File: src/rtl/press_arb_pkg.sv
// press_arb_pkg: shared types and defaults for the press arbiter.
// Optional build macro: PRESS_ARB_DEBOUNCE_EN (see press_edge).
package press_arb_pkg;

  typedef enum logic [1:0] {
    IDLE,
    GRANT,
    COOLDOWN
  } arb_state_t;

  localparam int unsigned C_COOLDOWN = 3;
  localparam int unsigned C_DEBOUNCE = 4;

endpackage

File: src/rtl/press_edge.sv
// press_edge: turns one synchronized key level into a one-cycle press.
// Ports: clk, reset (sync, active-high), key (level), press (event).
// Macro PRESS_ARB_DEBOUNCE_EN: require DEBOUNCE high cycles per press.
module press_edge #(
  parameter int unsigned DEBOUNCE = 4
) (
  input  logic clk,
  input  logic reset,
  input  logic key,
  output logic press
);

`ifdef PRESS_ARB_DEBOUNCE_EN
  localparam int unsigned   DW     = $clog2(DEBOUNCE + 1);
  localparam logic [DW-1:0] DB_MAX = DW'(DEBOUNCE);
  localparam logic [DW-1:0] DB_ARM = DW'(DEBOUNCE - 1);

  logic [DW-1:0] r_cnt;

  // A key held through reset starts saturated, so no press on release.
  always_ff @(posedge clk) begin
    if (reset) begin
      r_cnt <= key ? DB_MAX : '0;
    end else if (!key) begin
      r_cnt <= '0;
    end else if (r_cnt != DB_MAX) begin
      r_cnt <= r_cnt + 1'b1;
    end
  end

  // Fires on the edge where the count reaches DEBOUNCE.
  assign press = key & (r_cnt == DB_ARM);
`else
  logic r_prev;

  // Loaded in reset as well, so a held key yields no press.
  always_ff @(posedge clk) begin
    r_prev <= key;
  end

  assign press = key & ~r_prev;

  // DEBOUNCE only shapes the debounced build.
  if (DEBOUNCE == 0) begin : g_unused_debounce
  end
`endif

endmodule

File: src/rtl/press_arbiter.sv
// press_arbiter: round-robin one-shot grants of a shared move resource.
// Ports: clk, reset, key_sync[N] in; grant[N], grant_valid, grant_id,
// pending[N], busy out (all registered).
// Macro PRESS_ARB_DEBOUNCE_EN: debounced press detection in press_edge.
module press_arbiter #(
  parameter int unsigned N        = 2,
  parameter int unsigned COOLDOWN = press_arb_pkg::C_COOLDOWN,
  parameter int unsigned DEBOUNCE = press_arb_pkg::C_DEBOUNCE
) (
  input  logic                 clk,
  input  logic                 reset,
  input  logic [N-1:0]         key_sync,
  output logic [N-1:0]         grant,
  output logic                 grant_valid,
  output logic [$clog2(N)-1:0] grant_id,
  output logic [N-1:0]         pending,
  output logic                 busy
);
  import press_arb_pkg::*;

  localparam int unsigned IW = $clog2(N);
  localparam int unsigned CW =
    (COOLDOWN > 1) ? $clog2(COOLDOWN) : 1;
  localparam logic [CW-1:0] CD_LOAD =
    (COOLDOWN > 0) ? CW'(COOLDOWN - 1) : '0;
  localparam logic [N-1:0] ONE = N'(1);

  arb_state_t    r_state;
  logic [N-1:0]  r_grant;
  logic [N-1:0]  r_pending;
  logic          r_gv;
  logic          r_busy;
  logic [IW-1:0] r_gid;
  logic [IW-1:0] r_rr;
  logic [CW-1:0] r_cd;

  logic [N-1:0]  w_press;
  logic [N-1:0]  w_win_oh;
  logic [N-1:0]  w_clr;
  logic [N-1:0]  w_pend_nxt;
  logic [IW-1:0] w_win;
  logic [IW-1:0] w_rr_nxt;
  logic          w_take;

  for (genvar i = 0; i < N; i++) begin : g_edge
    press_edge #(
      .DEBOUNCE(DEBOUNCE)
    ) u_edge (
      .clk  (clk),
      .reset(reset),
      .key  (key_sync[i]),
      .press(w_press[i])
    );
  end

  // First set bit at or above ptr, wrapping past N-1 to 0.
  function automatic logic [IW-1:0] rr_pick(
    input logic [N-1:0]  req,
    input logic [IW-1:0] ptr
  );
    logic [IW-1:0] win;
    logic          found;
    int unsigned   idx;
    win   = '0;
    found = 1'b0;
    for (int unsigned k = 0; k < N; k++) begin
      idx = (int'(ptr) + k) % N;
      if (!found && req[idx]) begin
        win   = IW'(idx);
        found = 1'b1;
      end
    end
    return win;
  endfunction

  always_comb begin
    w_win      = rr_pick(r_pending, r_rr);
    w_take     = (r_state == IDLE) && (|r_pending);
    w_win_oh   = ONE << w_win;
    w_clr      = w_take ? w_win_oh : '0;
    // A new press on the granted bit survives the clear.
    w_pend_nxt = (r_pending & ~w_clr) | w_press;
    w_rr_nxt   = (w_win == IW'(N - 1)) ? '0 : w_win + 1'b1;
  end

  always_ff @(posedge clk) begin
    if (reset) begin
      r_state   <= IDLE;
      r_grant   <= '0;
      r_gv      <= 1'b0;
      r_gid     <= '0;
      r_pending <= '0;
      r_busy    <= 1'b0;
      r_rr      <= '0;
      r_cd      <= '0;
    end else begin
      r_pending <= w_pend_nxt;
      unique case (r_state)
        IDLE: begin
          if (w_take) begin
            r_state <= GRANT;
            r_grant <= w_win_oh;
            r_gv    <= 1'b1;
            r_gid   <= w_win;
            r_rr    <= w_rr_nxt;
            r_busy  <= 1'b1;
          end
        end
        GRANT: begin
          r_grant <= '0;
          r_gv    <= 1'b0;
          if (COOLDOWN > 0) begin
            r_state <= press_arb_pkg::COOLDOWN;
            r_cd    <= CD_LOAD;
          end else begin
            r_state <= IDLE;
            r_busy  <= 1'b0;
          end
        end
        press_arb_pkg::COOLDOWN: begin
          if (r_cd == '0) begin
            r_state <= IDLE;
            r_busy  <= 1'b0;
          end else begin
            r_cd <= r_cd - 1'b1;
          end
        end
        default: begin
          r_state <= IDLE;
          r_busy  <= 1'b0;
        end
      endcase
    end
  end

  assign grant       = r_grant;
  assign grant_valid = r_gv;
  assign grant_id    = r_gid;
  assign pending     = r_pending;
  assign busy        = r_busy;

endmodule

File: config.mk
export PLATFORM = sky130hd
export DESIGN_NAME = press_arbiter
export DESIGN_NICKNAME = d
export VERILOG_FILES = /design/src/rtl/press_arb_pkg.sv /design/src/rtl/press_edge.sv /design/src/rtl/press_arbiter.sv
export SDC_FILE = /design/constraint.sdc
export NUM_CORES = 1
export LEC_CHECK = 0
export CAP_MARGIN = 20
export CORE_UTILIZATION = 40
export CTS_CLUSTER_SIZE = 10
export DETAILED_ROUTE_END_ITERATION = 8
export GPL_TIMING_DRIVEN = 0
export HOLD_SLACK_MARGIN = 0.05
export PLACE_DENSITY = 0.72
export SYNTH_ARGS = -nofsm -noshare
export SYNTH_HDL_FRONTEND = slang
export SYNTH_SLANG_ARGS = --single-unit
File: constraint.sdc
create_clock -name clk -period 1.3 [get_ports clk]
set_input_delay 0.195 -clock clk [delete_from_list [all_inputs] [get_ports clk]]
set_output_delay 0.195 -clock clk [all_outputs]
set_load 0.02 [all_outputs]
Word-level counts from Yosys, hierarchy flattened --
Cells that the tools add are included.
Word-level totals: bits in registers 14, output and inout bits 7, logic and storage cells 62
Cells by class: $add $sub $neg 3, $lt $le $gt $ge 2, equal/unequal tests 5, shift-type cells 1, muxes and demuxes 20, bitwise operators 8, reductions and logical operators 13
Operator list (number):
- $mux W1 | 10
- $mux W2 | 5
- $pmux W2 S2 | 2
- $reduce_and A2 Y1 | 4
- $ne A2 B2 Y1 const B | 3
- $pmux W2 S3 | 1
- $logic_not A2 Y1 | 2
- $lt A1 B2 Y1 const B | 2
- $reduce_bool A2 Y1 | 2
- $not A1 Y1 | 3
- $pmux W1 S3 | 1
- $reduce_and A3 Y1 | 1
- $add A1 B1 Y1 const B | 2
- $and A1 B1 Y1 | 2
- $and A2 B2 Y2 | 1
- $eq A2 B1 Y1 const B | 1
- $eq A2 B2 Y1 const B | 1
- $logic_and A1 B1 Y1 | 2
- $not A2 Y2 | 1
- $or A2 B2 Y2 | 1
- $pmux W1 S2 | 1
- $reduce_or A2 Y1 | 1
- $shl A1 B1 Y2 const A | 1
- $sub A2 B1 Y2 const B | 1
- $logic_not A1 Y1 | 1

Depth between registers and ports, before layout --
depth in word-level cells 11, depth in mapped cells 5, mapped depth without buffers 5

Hierarchy --
Synthesis repeated with hierarchy kept, for this count alone.
Unflattened totals: cell total of the unflattened synthesis 64, area, all modules 608.1 um^2
By module, submodules not included:
- press_arbiter | times used 1, cells an instance 60, area an instance 540.5 um^2, sequential area each 240.2 um^2
- press_edge | times used 2, cells an instance 2, area an instance 33.8 um^2, sequential area each 20.0 um^2

Worst setup path after synthesis --
No wires, ideal clock.
kind register to register, from reg r_cd[0], to reg r_cd[1], library setup time 0.086 ns, data arrival time 1.006 ns, slack 0.208 ns, cell stages (with the launch flop) 5, buffers on the path 0, period minus slack after synthesis 1.092 ns, path through dfxtp_1 > inv_1 > ha_1 > a22o_1 > a211oi_1
On the way: longest elaborated chain between the ends 3, elaborated cells on any way between the ends 6, classes of those cells 1 x add/sub; 1 x eq/ne; 2 x mux; 2 x reduce/logical
RTL lines:
- start, declared | RTL line press_arbiter.sv:35 | logic [CW-1:0] r_cd;
- start signal, assigned | RTL line press_arbiter.sv:125 | r_cd <= r_cd - 1'b1;
- $sub A2 B1 Y2 or $logic_not A2 Y1 (tied branches) | RTL line press_arbiter.sv:125, press_arbiter.sv:121
- $mux W2 or $ne A2 B2 Y1 (tied branches)
- $pmux W2 S2 or $reduce_and A2 Y1 (tied branches)
Several ways; a longest one is shown, not always the timed one. The select of a mux whose other input is x is not followed. A chain may end at the register's enable or synchronous reset.

Final worst setup path --
from reg r_pending[0], in the netlist pending[0], to out pending[0]
RTL lines:
- start, declared | RTL line press_arbiter.sv:30 | logic [N-1:0] r_pending;
- start signal, assigned | RTL line press_arbiter.sv:97 | r_pending <= w_pend_nxt;
- end, declared | RTL line press_arbiter.sv:16 | output logic [N-1:0] pending,
No word-level cell between the ends.

==> flow_metrics.tcl <==
set metrics [dict create \
    dr.pass1.iters 4 \
    skew_ps 4.68 \
    maxSlewHeadroom 0.704 \
    slowest_delay_ps 410 \
    yosysWarnings 0 \
    p_leak_nw 0.284 \
    port_buffers 10 \
    fmax_mhz 810 \
    grt_pass1_wl_um 1750 \
    ys_seq_area_frac 0.476 \
    ant_nets 0 \
    antenna_found_initial 0 \
    cp-start-kind "register" \
    crit_family "flip-flops" \
    hold_start "key_sync[1]" \
    crit_type "register to output pin" \
    dieArea_um2 1630 \
    critical_path_depth 1 \
    vias 481 \
    top_layer "met4" \
    timing.rr.end "r_cd[0]" \
    wl_per_cell_um 11.7 \
    viasPerCell 5.23 \
    ys_ff_latch 14 \
    slew_violations 0 \
    layout-drive-gt1-share 0.169 \
    final_nets 84 \
    rsz0062_at_grt "no" \
    whs_path_depth 1 \
    fin_cells 92 \
    cts.sinks 14 \
    clock-root-buffer "clkbuf_4" \
    crit_path_end_kind "output pin" \
    dp_hpwl_um 745 \
    final.fill_count 130 \
    drc 0 \
    post_cts_resized 8 \
    path_max_fanout 9 \
    grt_max_degree 11 \
    syn_inst 64 \
    cts.htree.levels 1 \
    r2r_slack_ps 100 \
    initial_utilization 0.442 \
    tightest_slew_ps 444 \
    netlist_area_um2 589 \
    syn2layout_area_growth_pct 23.8 \
    cp_cell_sequence "dlygate4sd2_1" \
    reg2reg_depth 5 \
    grt_pass1_vias 412 \
    numCtsBuffers 3 \
    cts.hold.buffers_added 0 \
    synth_top_cell_by_area "dfxtp_1" \
    seqCellArea_um2 283 \
    crit_required_ps 1110 \
    wl_met2_um 431 \
    wl_um 1080 \
    die_w_um 40.4 \
    track_usage 0.165 \
    met1_length_um 580 \
    clockBufferDepth 2 \
    setup_viol 0 \
    design.core.area_um2 1330 \
    syn_nets 69 \
    avgSynthCellArea_um2 9.21 \
    multi_input_area_um2 277 \
    powerDensity_nw_per_um2 1150 \
    antenna_cells 0 \
    tritoncts "done" \
    ios 11 \
    period_minus_slack_ps 1230 \
    place_congestion 0.788 \
    timing.rr.start "r_cd[0]" \
    drt_iter0_markers 6 \
    wl_met3_um 50 \
    critPathArrivalTime_ps 1040 \
    synth_cell_types 26 \
    hold_path_end "g_edge[1].u_edge.r_prev" \
    cp_slowest_cell "dfxtp_2" \
    status "finished, final reports clean" \
    final_hold_viol_count 0 \
    finalCritPeriodShare 0.949 \
    clock_latency_ps 270 \
    final_cell_mix "12 x dfxtp_1, 8 x a21oi_1, 6 x nor2_1, 6 x dlygate4sd2_1" \
    synth_top_area_frac 0.476 \
    hold_path_class "primary input to register" \
    mostFrequentLayoutCell "dfxtp_1" \
    row_count 13 \
    post_cts_buffers 0 \
    critical_path_buf_inv_count 1 \
    ir_drop_mv 0.548 \
    drv_cap 0 \
    dpl.cell_count 89 \
    grt_overflow 0 \
    die_y_um 40.4 \
    stdcell_area_um2 729 \
    synthTopCellsByArea "dfxtp_1 48%, a21oi_1 6.8%, nand2b_1 5.3%, o21ai_0 4.2%, buf_6 3.8%" \
    clk_pin_slew_ps 80 \
    placed_area_um2 708 \
]
stage by stage:
| step | total power (W) | hold WS, ps | setup TNS, ps | util | setup slack (ps) |
|---|---|---|---|---|---|
| floorplan | 0.000572 | 223 | 0 | - | 208 |
| global placement | 0.000624 | 455 | -78.2 | 0.531 | -20.2 |
| detailed placement | 0.000627 | 467 | -5.39 | 0.531 | -5.39 |
| CTS | 0.000845 | 391 | 0 | 0.542 | 43.2 |
| global route | 0.000892 | 387 | 0 | 0.547 | 6.85 |
| finish | 0.000842 | 388 | 0 | 0.547 | 66.1 |
cell usage after synthesis (all sizes together):
cell type	count
o21ai	5
a21oi	9
o21a	1
a31oi	1
nand2	1
nand2b	5
dfxtp	14
a22o	1
nor3	1
nand3	1
or3	1
a211o	1
nor2	7
inv	4
or2	1
clkbuf	1
a21bo	1
mux2i	1
and2	1
nor4b	1
buf	2
ha	1
a211oi	2
nor2b	1
metal layers:
metal / global-route usage / vias to the layer above
met2: 0.226 / 11
met5: 0 / -
li1: - / 247
met3: 0.0500 / 4
met1: 0.231 / 219
met4: 0.0750 / 0
worst max path at each step:
stage	slack [ps]	start	to
floorplan	210	r_cd[0]	r_cd[1]
global placement	-20	reset	r_rr
detailed placement	-5	pending[0]	pending[0]
CTS	40	pending[1]	pending[1]
global route	7	r_cd[0]	r_cd[1]
finish	70	pending[0]	pending[0]
logic make-up after synthesis:
group | share of synthesized area
fa+ha+maj | 0.0212
simple gates | 0.195
buf+inv | 0.0700
flops | 0.476
compound gates | 0.221
mux | 0.0170
flip-flops by register name (all words and copies together) (netlist names):
register and flops:
g_edge.u_edge.r_prev 2, grant 2, pending 2, r_cd 2, r_state 2, busy 1
grant_id 1, grant_valid 1, r_rr 1
area by class of cell:
cell class / count / area share
clock buffer: 3 / 0.0309
sequential: 14 / 0.388
inverter: 4 / 0.0206
tap: 15 / 0.0257
buffer: 3 / 0.0360
multi-input combinational: 43 / 0.379
timing repair buffer: 10 / 0.120
power breakdown:
| group | total (W) | internal (W) | switching (W) |
|---|---|---|---|
| Combinational | 0.000136 | 0.0000627 | 0.0000730 |
| Clock | 0.000234 | 0.000107 | 0.000127 |
| Sequential | 0.000472 | 0.000455 | 0.0000166 |
| Total | 0.000842 | 0.000625 | 0.000216 |
Note: power is estimated with default switching activity, not from simulation.
